==> src/rtl/hazard_pkg.sv <==
// Shared types and constants for the hazard unit.
//   md_state_t : multi-cycle mult/div stall FSM states
//   FWD_*      : forward-mux select encodings driven on forwardAE/forwardBE
package hazard_pkg;

  typedef enum logic {
    MD_IDLE = 1'b0,
    MD_WAIT = 1'b1
  } md_state_t;

  localparam logic [1:0] FWD_RF = 2'b00;
  localparam logic [1:0] FWD_W  = 2'b01;
  localparam logic [1:0] FWD_M  = 2'b10;

endpackage

==> src/rtl/hazard_perf_cnt.sv <==
// Saturating event counter.
//   clk, rst : clock, synchronous active-high reset (clears count)
//   inc      : event this cycle; count advances on the following edge
//   cnt      : current count, holds at all-ones instead of wrapping
module hazard_perf_cnt #(
  parameter int unsigned PERF_W = 32
) (
  input  logic              clk,
  input  logic              rst,
  input  logic              inc,
  output logic [PERF_W-1:0] cnt
);

  localparam logic [PERF_W-1:0] ONE = PERF_W'(1);

  always_ff @(posedge clk) begin
    if (rst) begin
      cnt <= '0;
    end else if (inc && (cnt != '1)) begin
      cnt <= cnt + ONE;
    end
  end

endmodule

==> src/rtl/hazard_ctrl.sv <==
// Hazard unit for the 5-stage pipeline: forwarding selects, load-use / RAW
// stalls, mispredict flushes, multi-cycle mult/div stall FSM with abort, and
// saturating stall/flush performance counters.
//   inputs : source regs in D/E, dest regs + write enables in E/M/W,
//            memtoregE, pred_takeD, pred_resM, mdstartE, mddoneE
//   outputs: forwardAE/BE, stallF/D/E, flushD/E/M (combinational),
//            md_abort, md_busy (registered), perf_stall_cnt, perf_flush_cnt
module hazard_ctrl
  import hazard_pkg::*;
#(
  parameter int unsigned REG_W  = 5,
  parameter bit          FWD_EN = 1'b1,
  parameter int unsigned PERF_W = 32
) (
  input  logic              clk,
  input  logic              rst,
  input  logic [REG_W-1:0]  rsD,
  input  logic [REG_W-1:0]  rtD,
  input  logic [REG_W-1:0]  rsE,
  input  logic [REG_W-1:0]  rtE,
  input  logic [REG_W-1:0]  writeregE,
  input  logic [REG_W-1:0]  writeregM,
  input  logic [REG_W-1:0]  writeregW,
  input  logic              regwriteE,
  input  logic              regwriteM,
  input  logic              regwriteW,
  input  logic              memtoregE,
  input  logic              pred_takeD,
  input  logic              pred_resM,
  input  logic              mdstartE,
  input  logic              mddoneE,
  output logic [1:0]        forwardAE,
  output logic [1:0]        forwardBE,
  output logic              stallF,
  output logic              stallD,
  output logic              stallE,
  output logic              flushD,
  output logic              flushE,
  output logic              flushM,
  output logic              md_abort,
  output logic              md_busy,
  output logic [PERF_W-1:0] perf_stall_cnt,
  output logic [PERF_W-1:0] perf_flush_cnt
);

  md_state_t state, state_next;
  logic      dstall, mdstall, abort_next;

  // Forwarding: M has priority over W; r0 never forwards.
  always_comb begin
    forwardAE = FWD_RF;
    forwardBE = FWD_RF;
    if (FWD_EN) begin
      if ((rsE != '0) && regwriteM && (rsE == writeregM))      forwardAE = FWD_M;
      else if ((rsE != '0) && regwriteW && (rsE == writeregW)) forwardAE = FWD_W;
      if ((rtE != '0) && regwriteM && (rtE == writeregM))      forwardBE = FWD_M;
      else if ((rtE != '0) && regwriteW && (rtE == writeregW)) forwardBE = FWD_W;
    end
  end

  // Without forwarding every RAW against E or M must wait; W is write-first.
  always_comb begin
    dstall = 1'b0;
    if (FWD_EN) begin
      dstall = memtoregE && regwriteE && (writeregE != '0) &&
               ((writeregE == rsD) || (writeregE == rtD));
    end else begin
      dstall = ((rsD != '0) && ((regwriteE && (rsD == writeregE)) ||
                                (regwriteM && (rsD == writeregM)))) ||
               ((rtD != '0) && ((regwriteE && (rtD == writeregE)) ||
                                (regwriteM && (rtD == writeregM))));
    end
  end

  always_ff @(posedge clk) begin
    if (rst) begin
      state    <= MD_IDLE;
      md_abort <= 1'b0;
    end else begin
      state    <= state_next;
      md_abort <= abort_next;
    end
  end

  // A mispredict kills the E op whether it is waiting or just starting.
  always_comb begin
    state_next = state;
    abort_next = 1'b0;
    mdstall    = 1'b0;
    case (state)
      MD_IDLE: begin
        mdstall    = mdstartE && !mddoneE && !pred_resM;
        abort_next = mdstartE && pred_resM;
        if (mdstartE && !pred_resM && !mddoneE) state_next = MD_WAIT;
      end
      MD_WAIT: begin
        mdstall    = !mddoneE;
        abort_next = pred_resM;
        if (pred_resM || mddoneE) state_next = MD_IDLE;
      end
      default: state_next = MD_IDLE;
    endcase
  end

  assign md_busy = (state == MD_WAIT);

  always_comb begin
    stallF = 1'b0;
    stallD = 1'b0;
    stallE = 1'b0;
    flushD = 1'b0;
    flushE = 1'b0;
    flushM = 1'b0;
    if (pred_resM) begin
      flushD = 1'b1;
      flushE = 1'b1;
      flushM = 1'b1;
    end else if (mdstall) begin
      stallF = 1'b1;
      stallD = 1'b1;
      stallE = 1'b1;
      flushM = 1'b1;
    end else if (dstall) begin
      stallF = 1'b1;
      stallD = 1'b1;
      flushE = 1'b1;
    end else if (pred_takeD) begin
      flushD = 1'b1;
    end
  end

  hazard_perf_cnt #(.PERF_W(PERF_W)) u_stall_cnt (
    .clk (clk),
    .rst (rst),
    .inc (stallF),
    .cnt (perf_stall_cnt)
  );

  hazard_perf_cnt #(.PERF_W(PERF_W)) u_flush_cnt (
    .clk (clk),
    .rst (rst),
    .inc (pred_resM),
    .cnt (perf_flush_cnt)
  );

endmodule

==> config.mk <==
export PLATFORM = sky130hd
export DESIGN_NAME = hazard_ctrl
export DESIGN_NICKNAME = d
export VERILOG_FILES = /design/src/rtl/hazard_pkg.sv /design/src/rtl/hazard_perf_cnt.sv /design/src/rtl/hazard_ctrl.sv
export SDC_FILE = /design/constraint.sdc
export NUM_CORES = 1
export LEC_CHECK = 0
export ABC_AREA = 1
export BUFFER_PORTS_ARGS = -buffer_cell sky130_fd_sc_hd__buf_2
export CAP_MARGIN = 20
export CORE_MARGIN = 2
export CORE_UTILIZATION = 25
export CTS_BUF_LIST = sky130_fd_sc_hd__clkbuf_16
export CTS_CLUSTER_SIZE = 8
export DETAILED_ROUTE_END_ITERATION = 7
export GPL_TIMING_DRIVEN = 0
export HOLD_SLACK_MARGIN = 0.08
export PLACE_DENSITY_LB_ADDON = 0.25
export SYNTH_ARGS = -nofsm -noshare
export SYNTH_HDL_FRONTEND = slang
export SYNTH_SLANG_ARGS = --single-unit
==> constraint.sdc <==
create_clock -name clk -period 4.05 [get_ports clk]
set_input_delay 0.405 -clock clk [delete_from_list [all_inputs] [get_ports clk]]
set_output_delay 0.405 -clock clk [all_outputs]
set_load 0.05 [all_outputs]
==> run_results.csv <==
group,metric,value,unit
die,start_util,25.5,%
drt,post-route-drc-count,0,
min_path,holdPathStages,3,
synthesis,synthMuxAreaShare,0,%
synthesis,synthArstFlopShare,0,%
setup_path,cpLargestDelayFamily,"buffers and inverters",
power_and_ir_drop,p_per_area,290,nW/um^2
synthesis,synth-xor-area-share,5.67,%
cells_and_area,layout_commonest_cell,"nand2_1",
timing,report.final.slew_viol_count,0,
synthesis,ys_warn_count,0,
drt,drtAntennaViolNets,0,
setup_path,end_kind,"primary output",
setup_path,worst-r2r-cell-count,13,
synthesis,synth_edf_count,0,
timing,fin_crit_sh,63.7,%
setup_path,r2r_start,"u_stall_cnt.cnt[0]",
die,die_w,142,um
synthesis,synthFlopType,"dfxtp_1",
drt,finalWirelength,15900,um
timing,hold_viol_final,0,
timing,hold_ws,0.377,ns
setup_path,path_cells,"buf_2 > inv_1 > clkbuf_1 > clkbuf_1 > o21ai_0 > buf_2",
placement,dp.cells,1180,
clock_tree,cts_tree,"built",
setup_path,crit_type,"primary input to primary output",
setup_path,critPathLaunchType,"primary input",
setup_path,arrival,2.18,ns
timing,fin_tns_setup,0,ns
synthesis,synthAdderAreaFrac,0.523,%
drt,wl_per_cell,13.3,um
synthesis,synth.distinct_cells,36,
drt,drtIter0Drc,249,
cells_and_area,syn_to_final_growth,25.4,%
die,coreArea,18800,sq um
synthesis,synth_compound_area_share,5.83,%
setup_path,critPathSlowestCell,"clkbuf_1",
die,pin_count,121,
cells_and_area,num_antenna_cells,0,
grt,grt.total_usage,16.1,%
setup_path,cp_num_buf_inv,5,
synthesis,syn_nets,875,
die,fp.dieArea,20300,sq um
timing,fmax,387,MHz
synthesis,synth-seq-area-share,27.6,%
clock_tree,cts.clk_slew.worst_paths,0.06,ns
timing,rsz0062_at_grt,"false",
placement,gp_congestion,0.911,
setup_path,crit_start,"pred_resM",
cells_and_area,drive_above_1_share,16.5,%
min_path,hold_class,"primary input to register",
grt,antenna_found_initial,0,
synthesis,synthSimpleGateAreaFrac,48.5,%
power_and_ir_drop,power,0.00174,W
cells_and_area,fill_cells,2188,
synthesis,synth_top_family_by_area,"simple AND/OR/NAND/NOR gates",
cells_and_area,mostFrequentLayoutCells,"nand2_1 (261), nor2_1 (141), buf_2 (126), inv_1 (116), dfxtp_1 (66)",
die,rows,50,
clock_tree,cts_setup_buffers,0,
clock_tree,cts_made_buffers,9,
setup_path,path_depth,6,
grt,grt_pass1_wl,26000,um
clock_tree,clock_path_buffers,2,
cells_and_area,layout.nets,1004,
cells_and_area,multiInputGateArea,2900,sq um
clock_tree,cts_resized,0,
placement,io_buffers,118,
power_and_ir_drop,vdd_drop_max,0.183,mV
timing,period_minus_slack,2.58,ns
clock_tree,insertion_delay,0.34,ns
grt,grt_pass1_vias,5109,
grt,grt_max_degree,12,
timing,worst_pin_slew,0.645,ns
drt,firstDrtPassIters,5,
drt,routed-via-count,5395,
cells_and_area,seqCellArea,1320,sq um
synthesis,synthCells,828,
setup_path,cp_max_fo,10,
setup_path,max_stage_delay,0.56,ns
clock_tree,cts_hold_buf,0,
outcome,status,"complete, no violations",
clock_tree,cts.sinks,66,
power_and_ir_drop,leakagePower,2.79,nW
cells_and_area,final_cells,1195,
synthesis,syn_area,4790,sq um
timing,slew_headroom,57.0,%
timing,setup_viol,0,
drt,via_per_inst,4.51,
die,die-height,142,um
clock_tree,htree_levels,3,
clock_tree,root_buffer,"clkbuf_16",
cells_and_area,finish.utilization,32.0,%
min_path,min_from,"mdstartE",
placement,hpwl,12500,um
setup_path,crit_required,3.64,ns
flow_run,maxCapViolCount,0,
grt,grt_overflow,0,
timing,fin_skew,0.0114,ns
synthesis,synth_area_per_cell,5.78,sq um
setup_path,r2r_setup_slack,1.92,ns
synthesis,synth_seq_cells,66,
worst min-delay path, stage by stage:
cell and delay (ns):
buf_2 0.08, nor2_1 0.05, nor3_1 0.13
cells in the mapped netlist, drive strengths merged (2+ instances only):
master	count	area share, %
a21oi	30	3.1
clkbuf	10	0.78
o21ai	12	1.3
nand2	266	21
o22ai	2	0.26
buf	16	2.0
ha	2	0.52
nor3b	2	0.31
inv	116	9.1
xor2	19	3.5
nor3	21	2.2
dfxtp	66	28
o2111ai	2	0.37
nor2	147	12
xnor2	12	2.2
nor4	3	0.39
nand3b	6	1.2
nand3	53	5.8
nand4	37	4.8
where the power goes:
part / switching [W] / internal (W) / leakage [nW]
combinational: 0.000125 / 0.0000545 / 2.09
sequential: 0.00000410 / 0.000653 / 0.532
clock: 0.000307 / 0.000596 / 0.165
total: 0.000437 / 0.00130 / 2.79
logic make-up after synthesis:
logic type,Yosys count
and+or+nand+nor,536
DFF,66
adders and majority gates,2
buffers and inverters,142
xor gates and xnor gates,31
AOI/OAI and AO/OA,51
path summary, 6_finish.rpt:
| kind | to |
|---|---|
| worst max-delay path | flushE |
| worst min-delay path | md_abort |
| worst max register to register | u_stall_cnt.cnt[14] |
| worst min register to register | u_flush_cnt.cnt[0] |
metrics by stage:
step           area, sq um  setup WS [ns]
2_1_floorplan         4790          0.710
3_3_place_gp          5670           1.47
3_5_place_dp          5670           1.46
4_1_cts               6000           1.47
5_1_grt               6000           1.24
6_report              6000           1.47
sequential cells by signal (all words and copies together), names as in the netlist:
register and cells:
md_abort 1, u_stall_cnt.cnt 32, u_flush_cnt.cnt 32, md_busy 1
layout make-up:
type	count	area share [%]
Buffer	26	2.23
Tap cell	234	4.88
Inverter	116	7.25
Clock buffer	9	3.75
Timing Repair Buffer	118	9.84
Clock inverter	6	1.77
Sequential cell	66	22.0
Multi-Input combinational cell	620	48.3
metal layers:
layer / wire length [um] / global-route usage (%) / up-vias
met5: 0 / 0 / -
met4: 212 / 4.27 / 0
met3: 716 / 2.79 / 15
met2: 7270 / 26.5 / 136
met1: 7740 / 21.7 / 2393
li1: - / - / 2851
No activity file was read; power rests on OpenSTA's default activity.
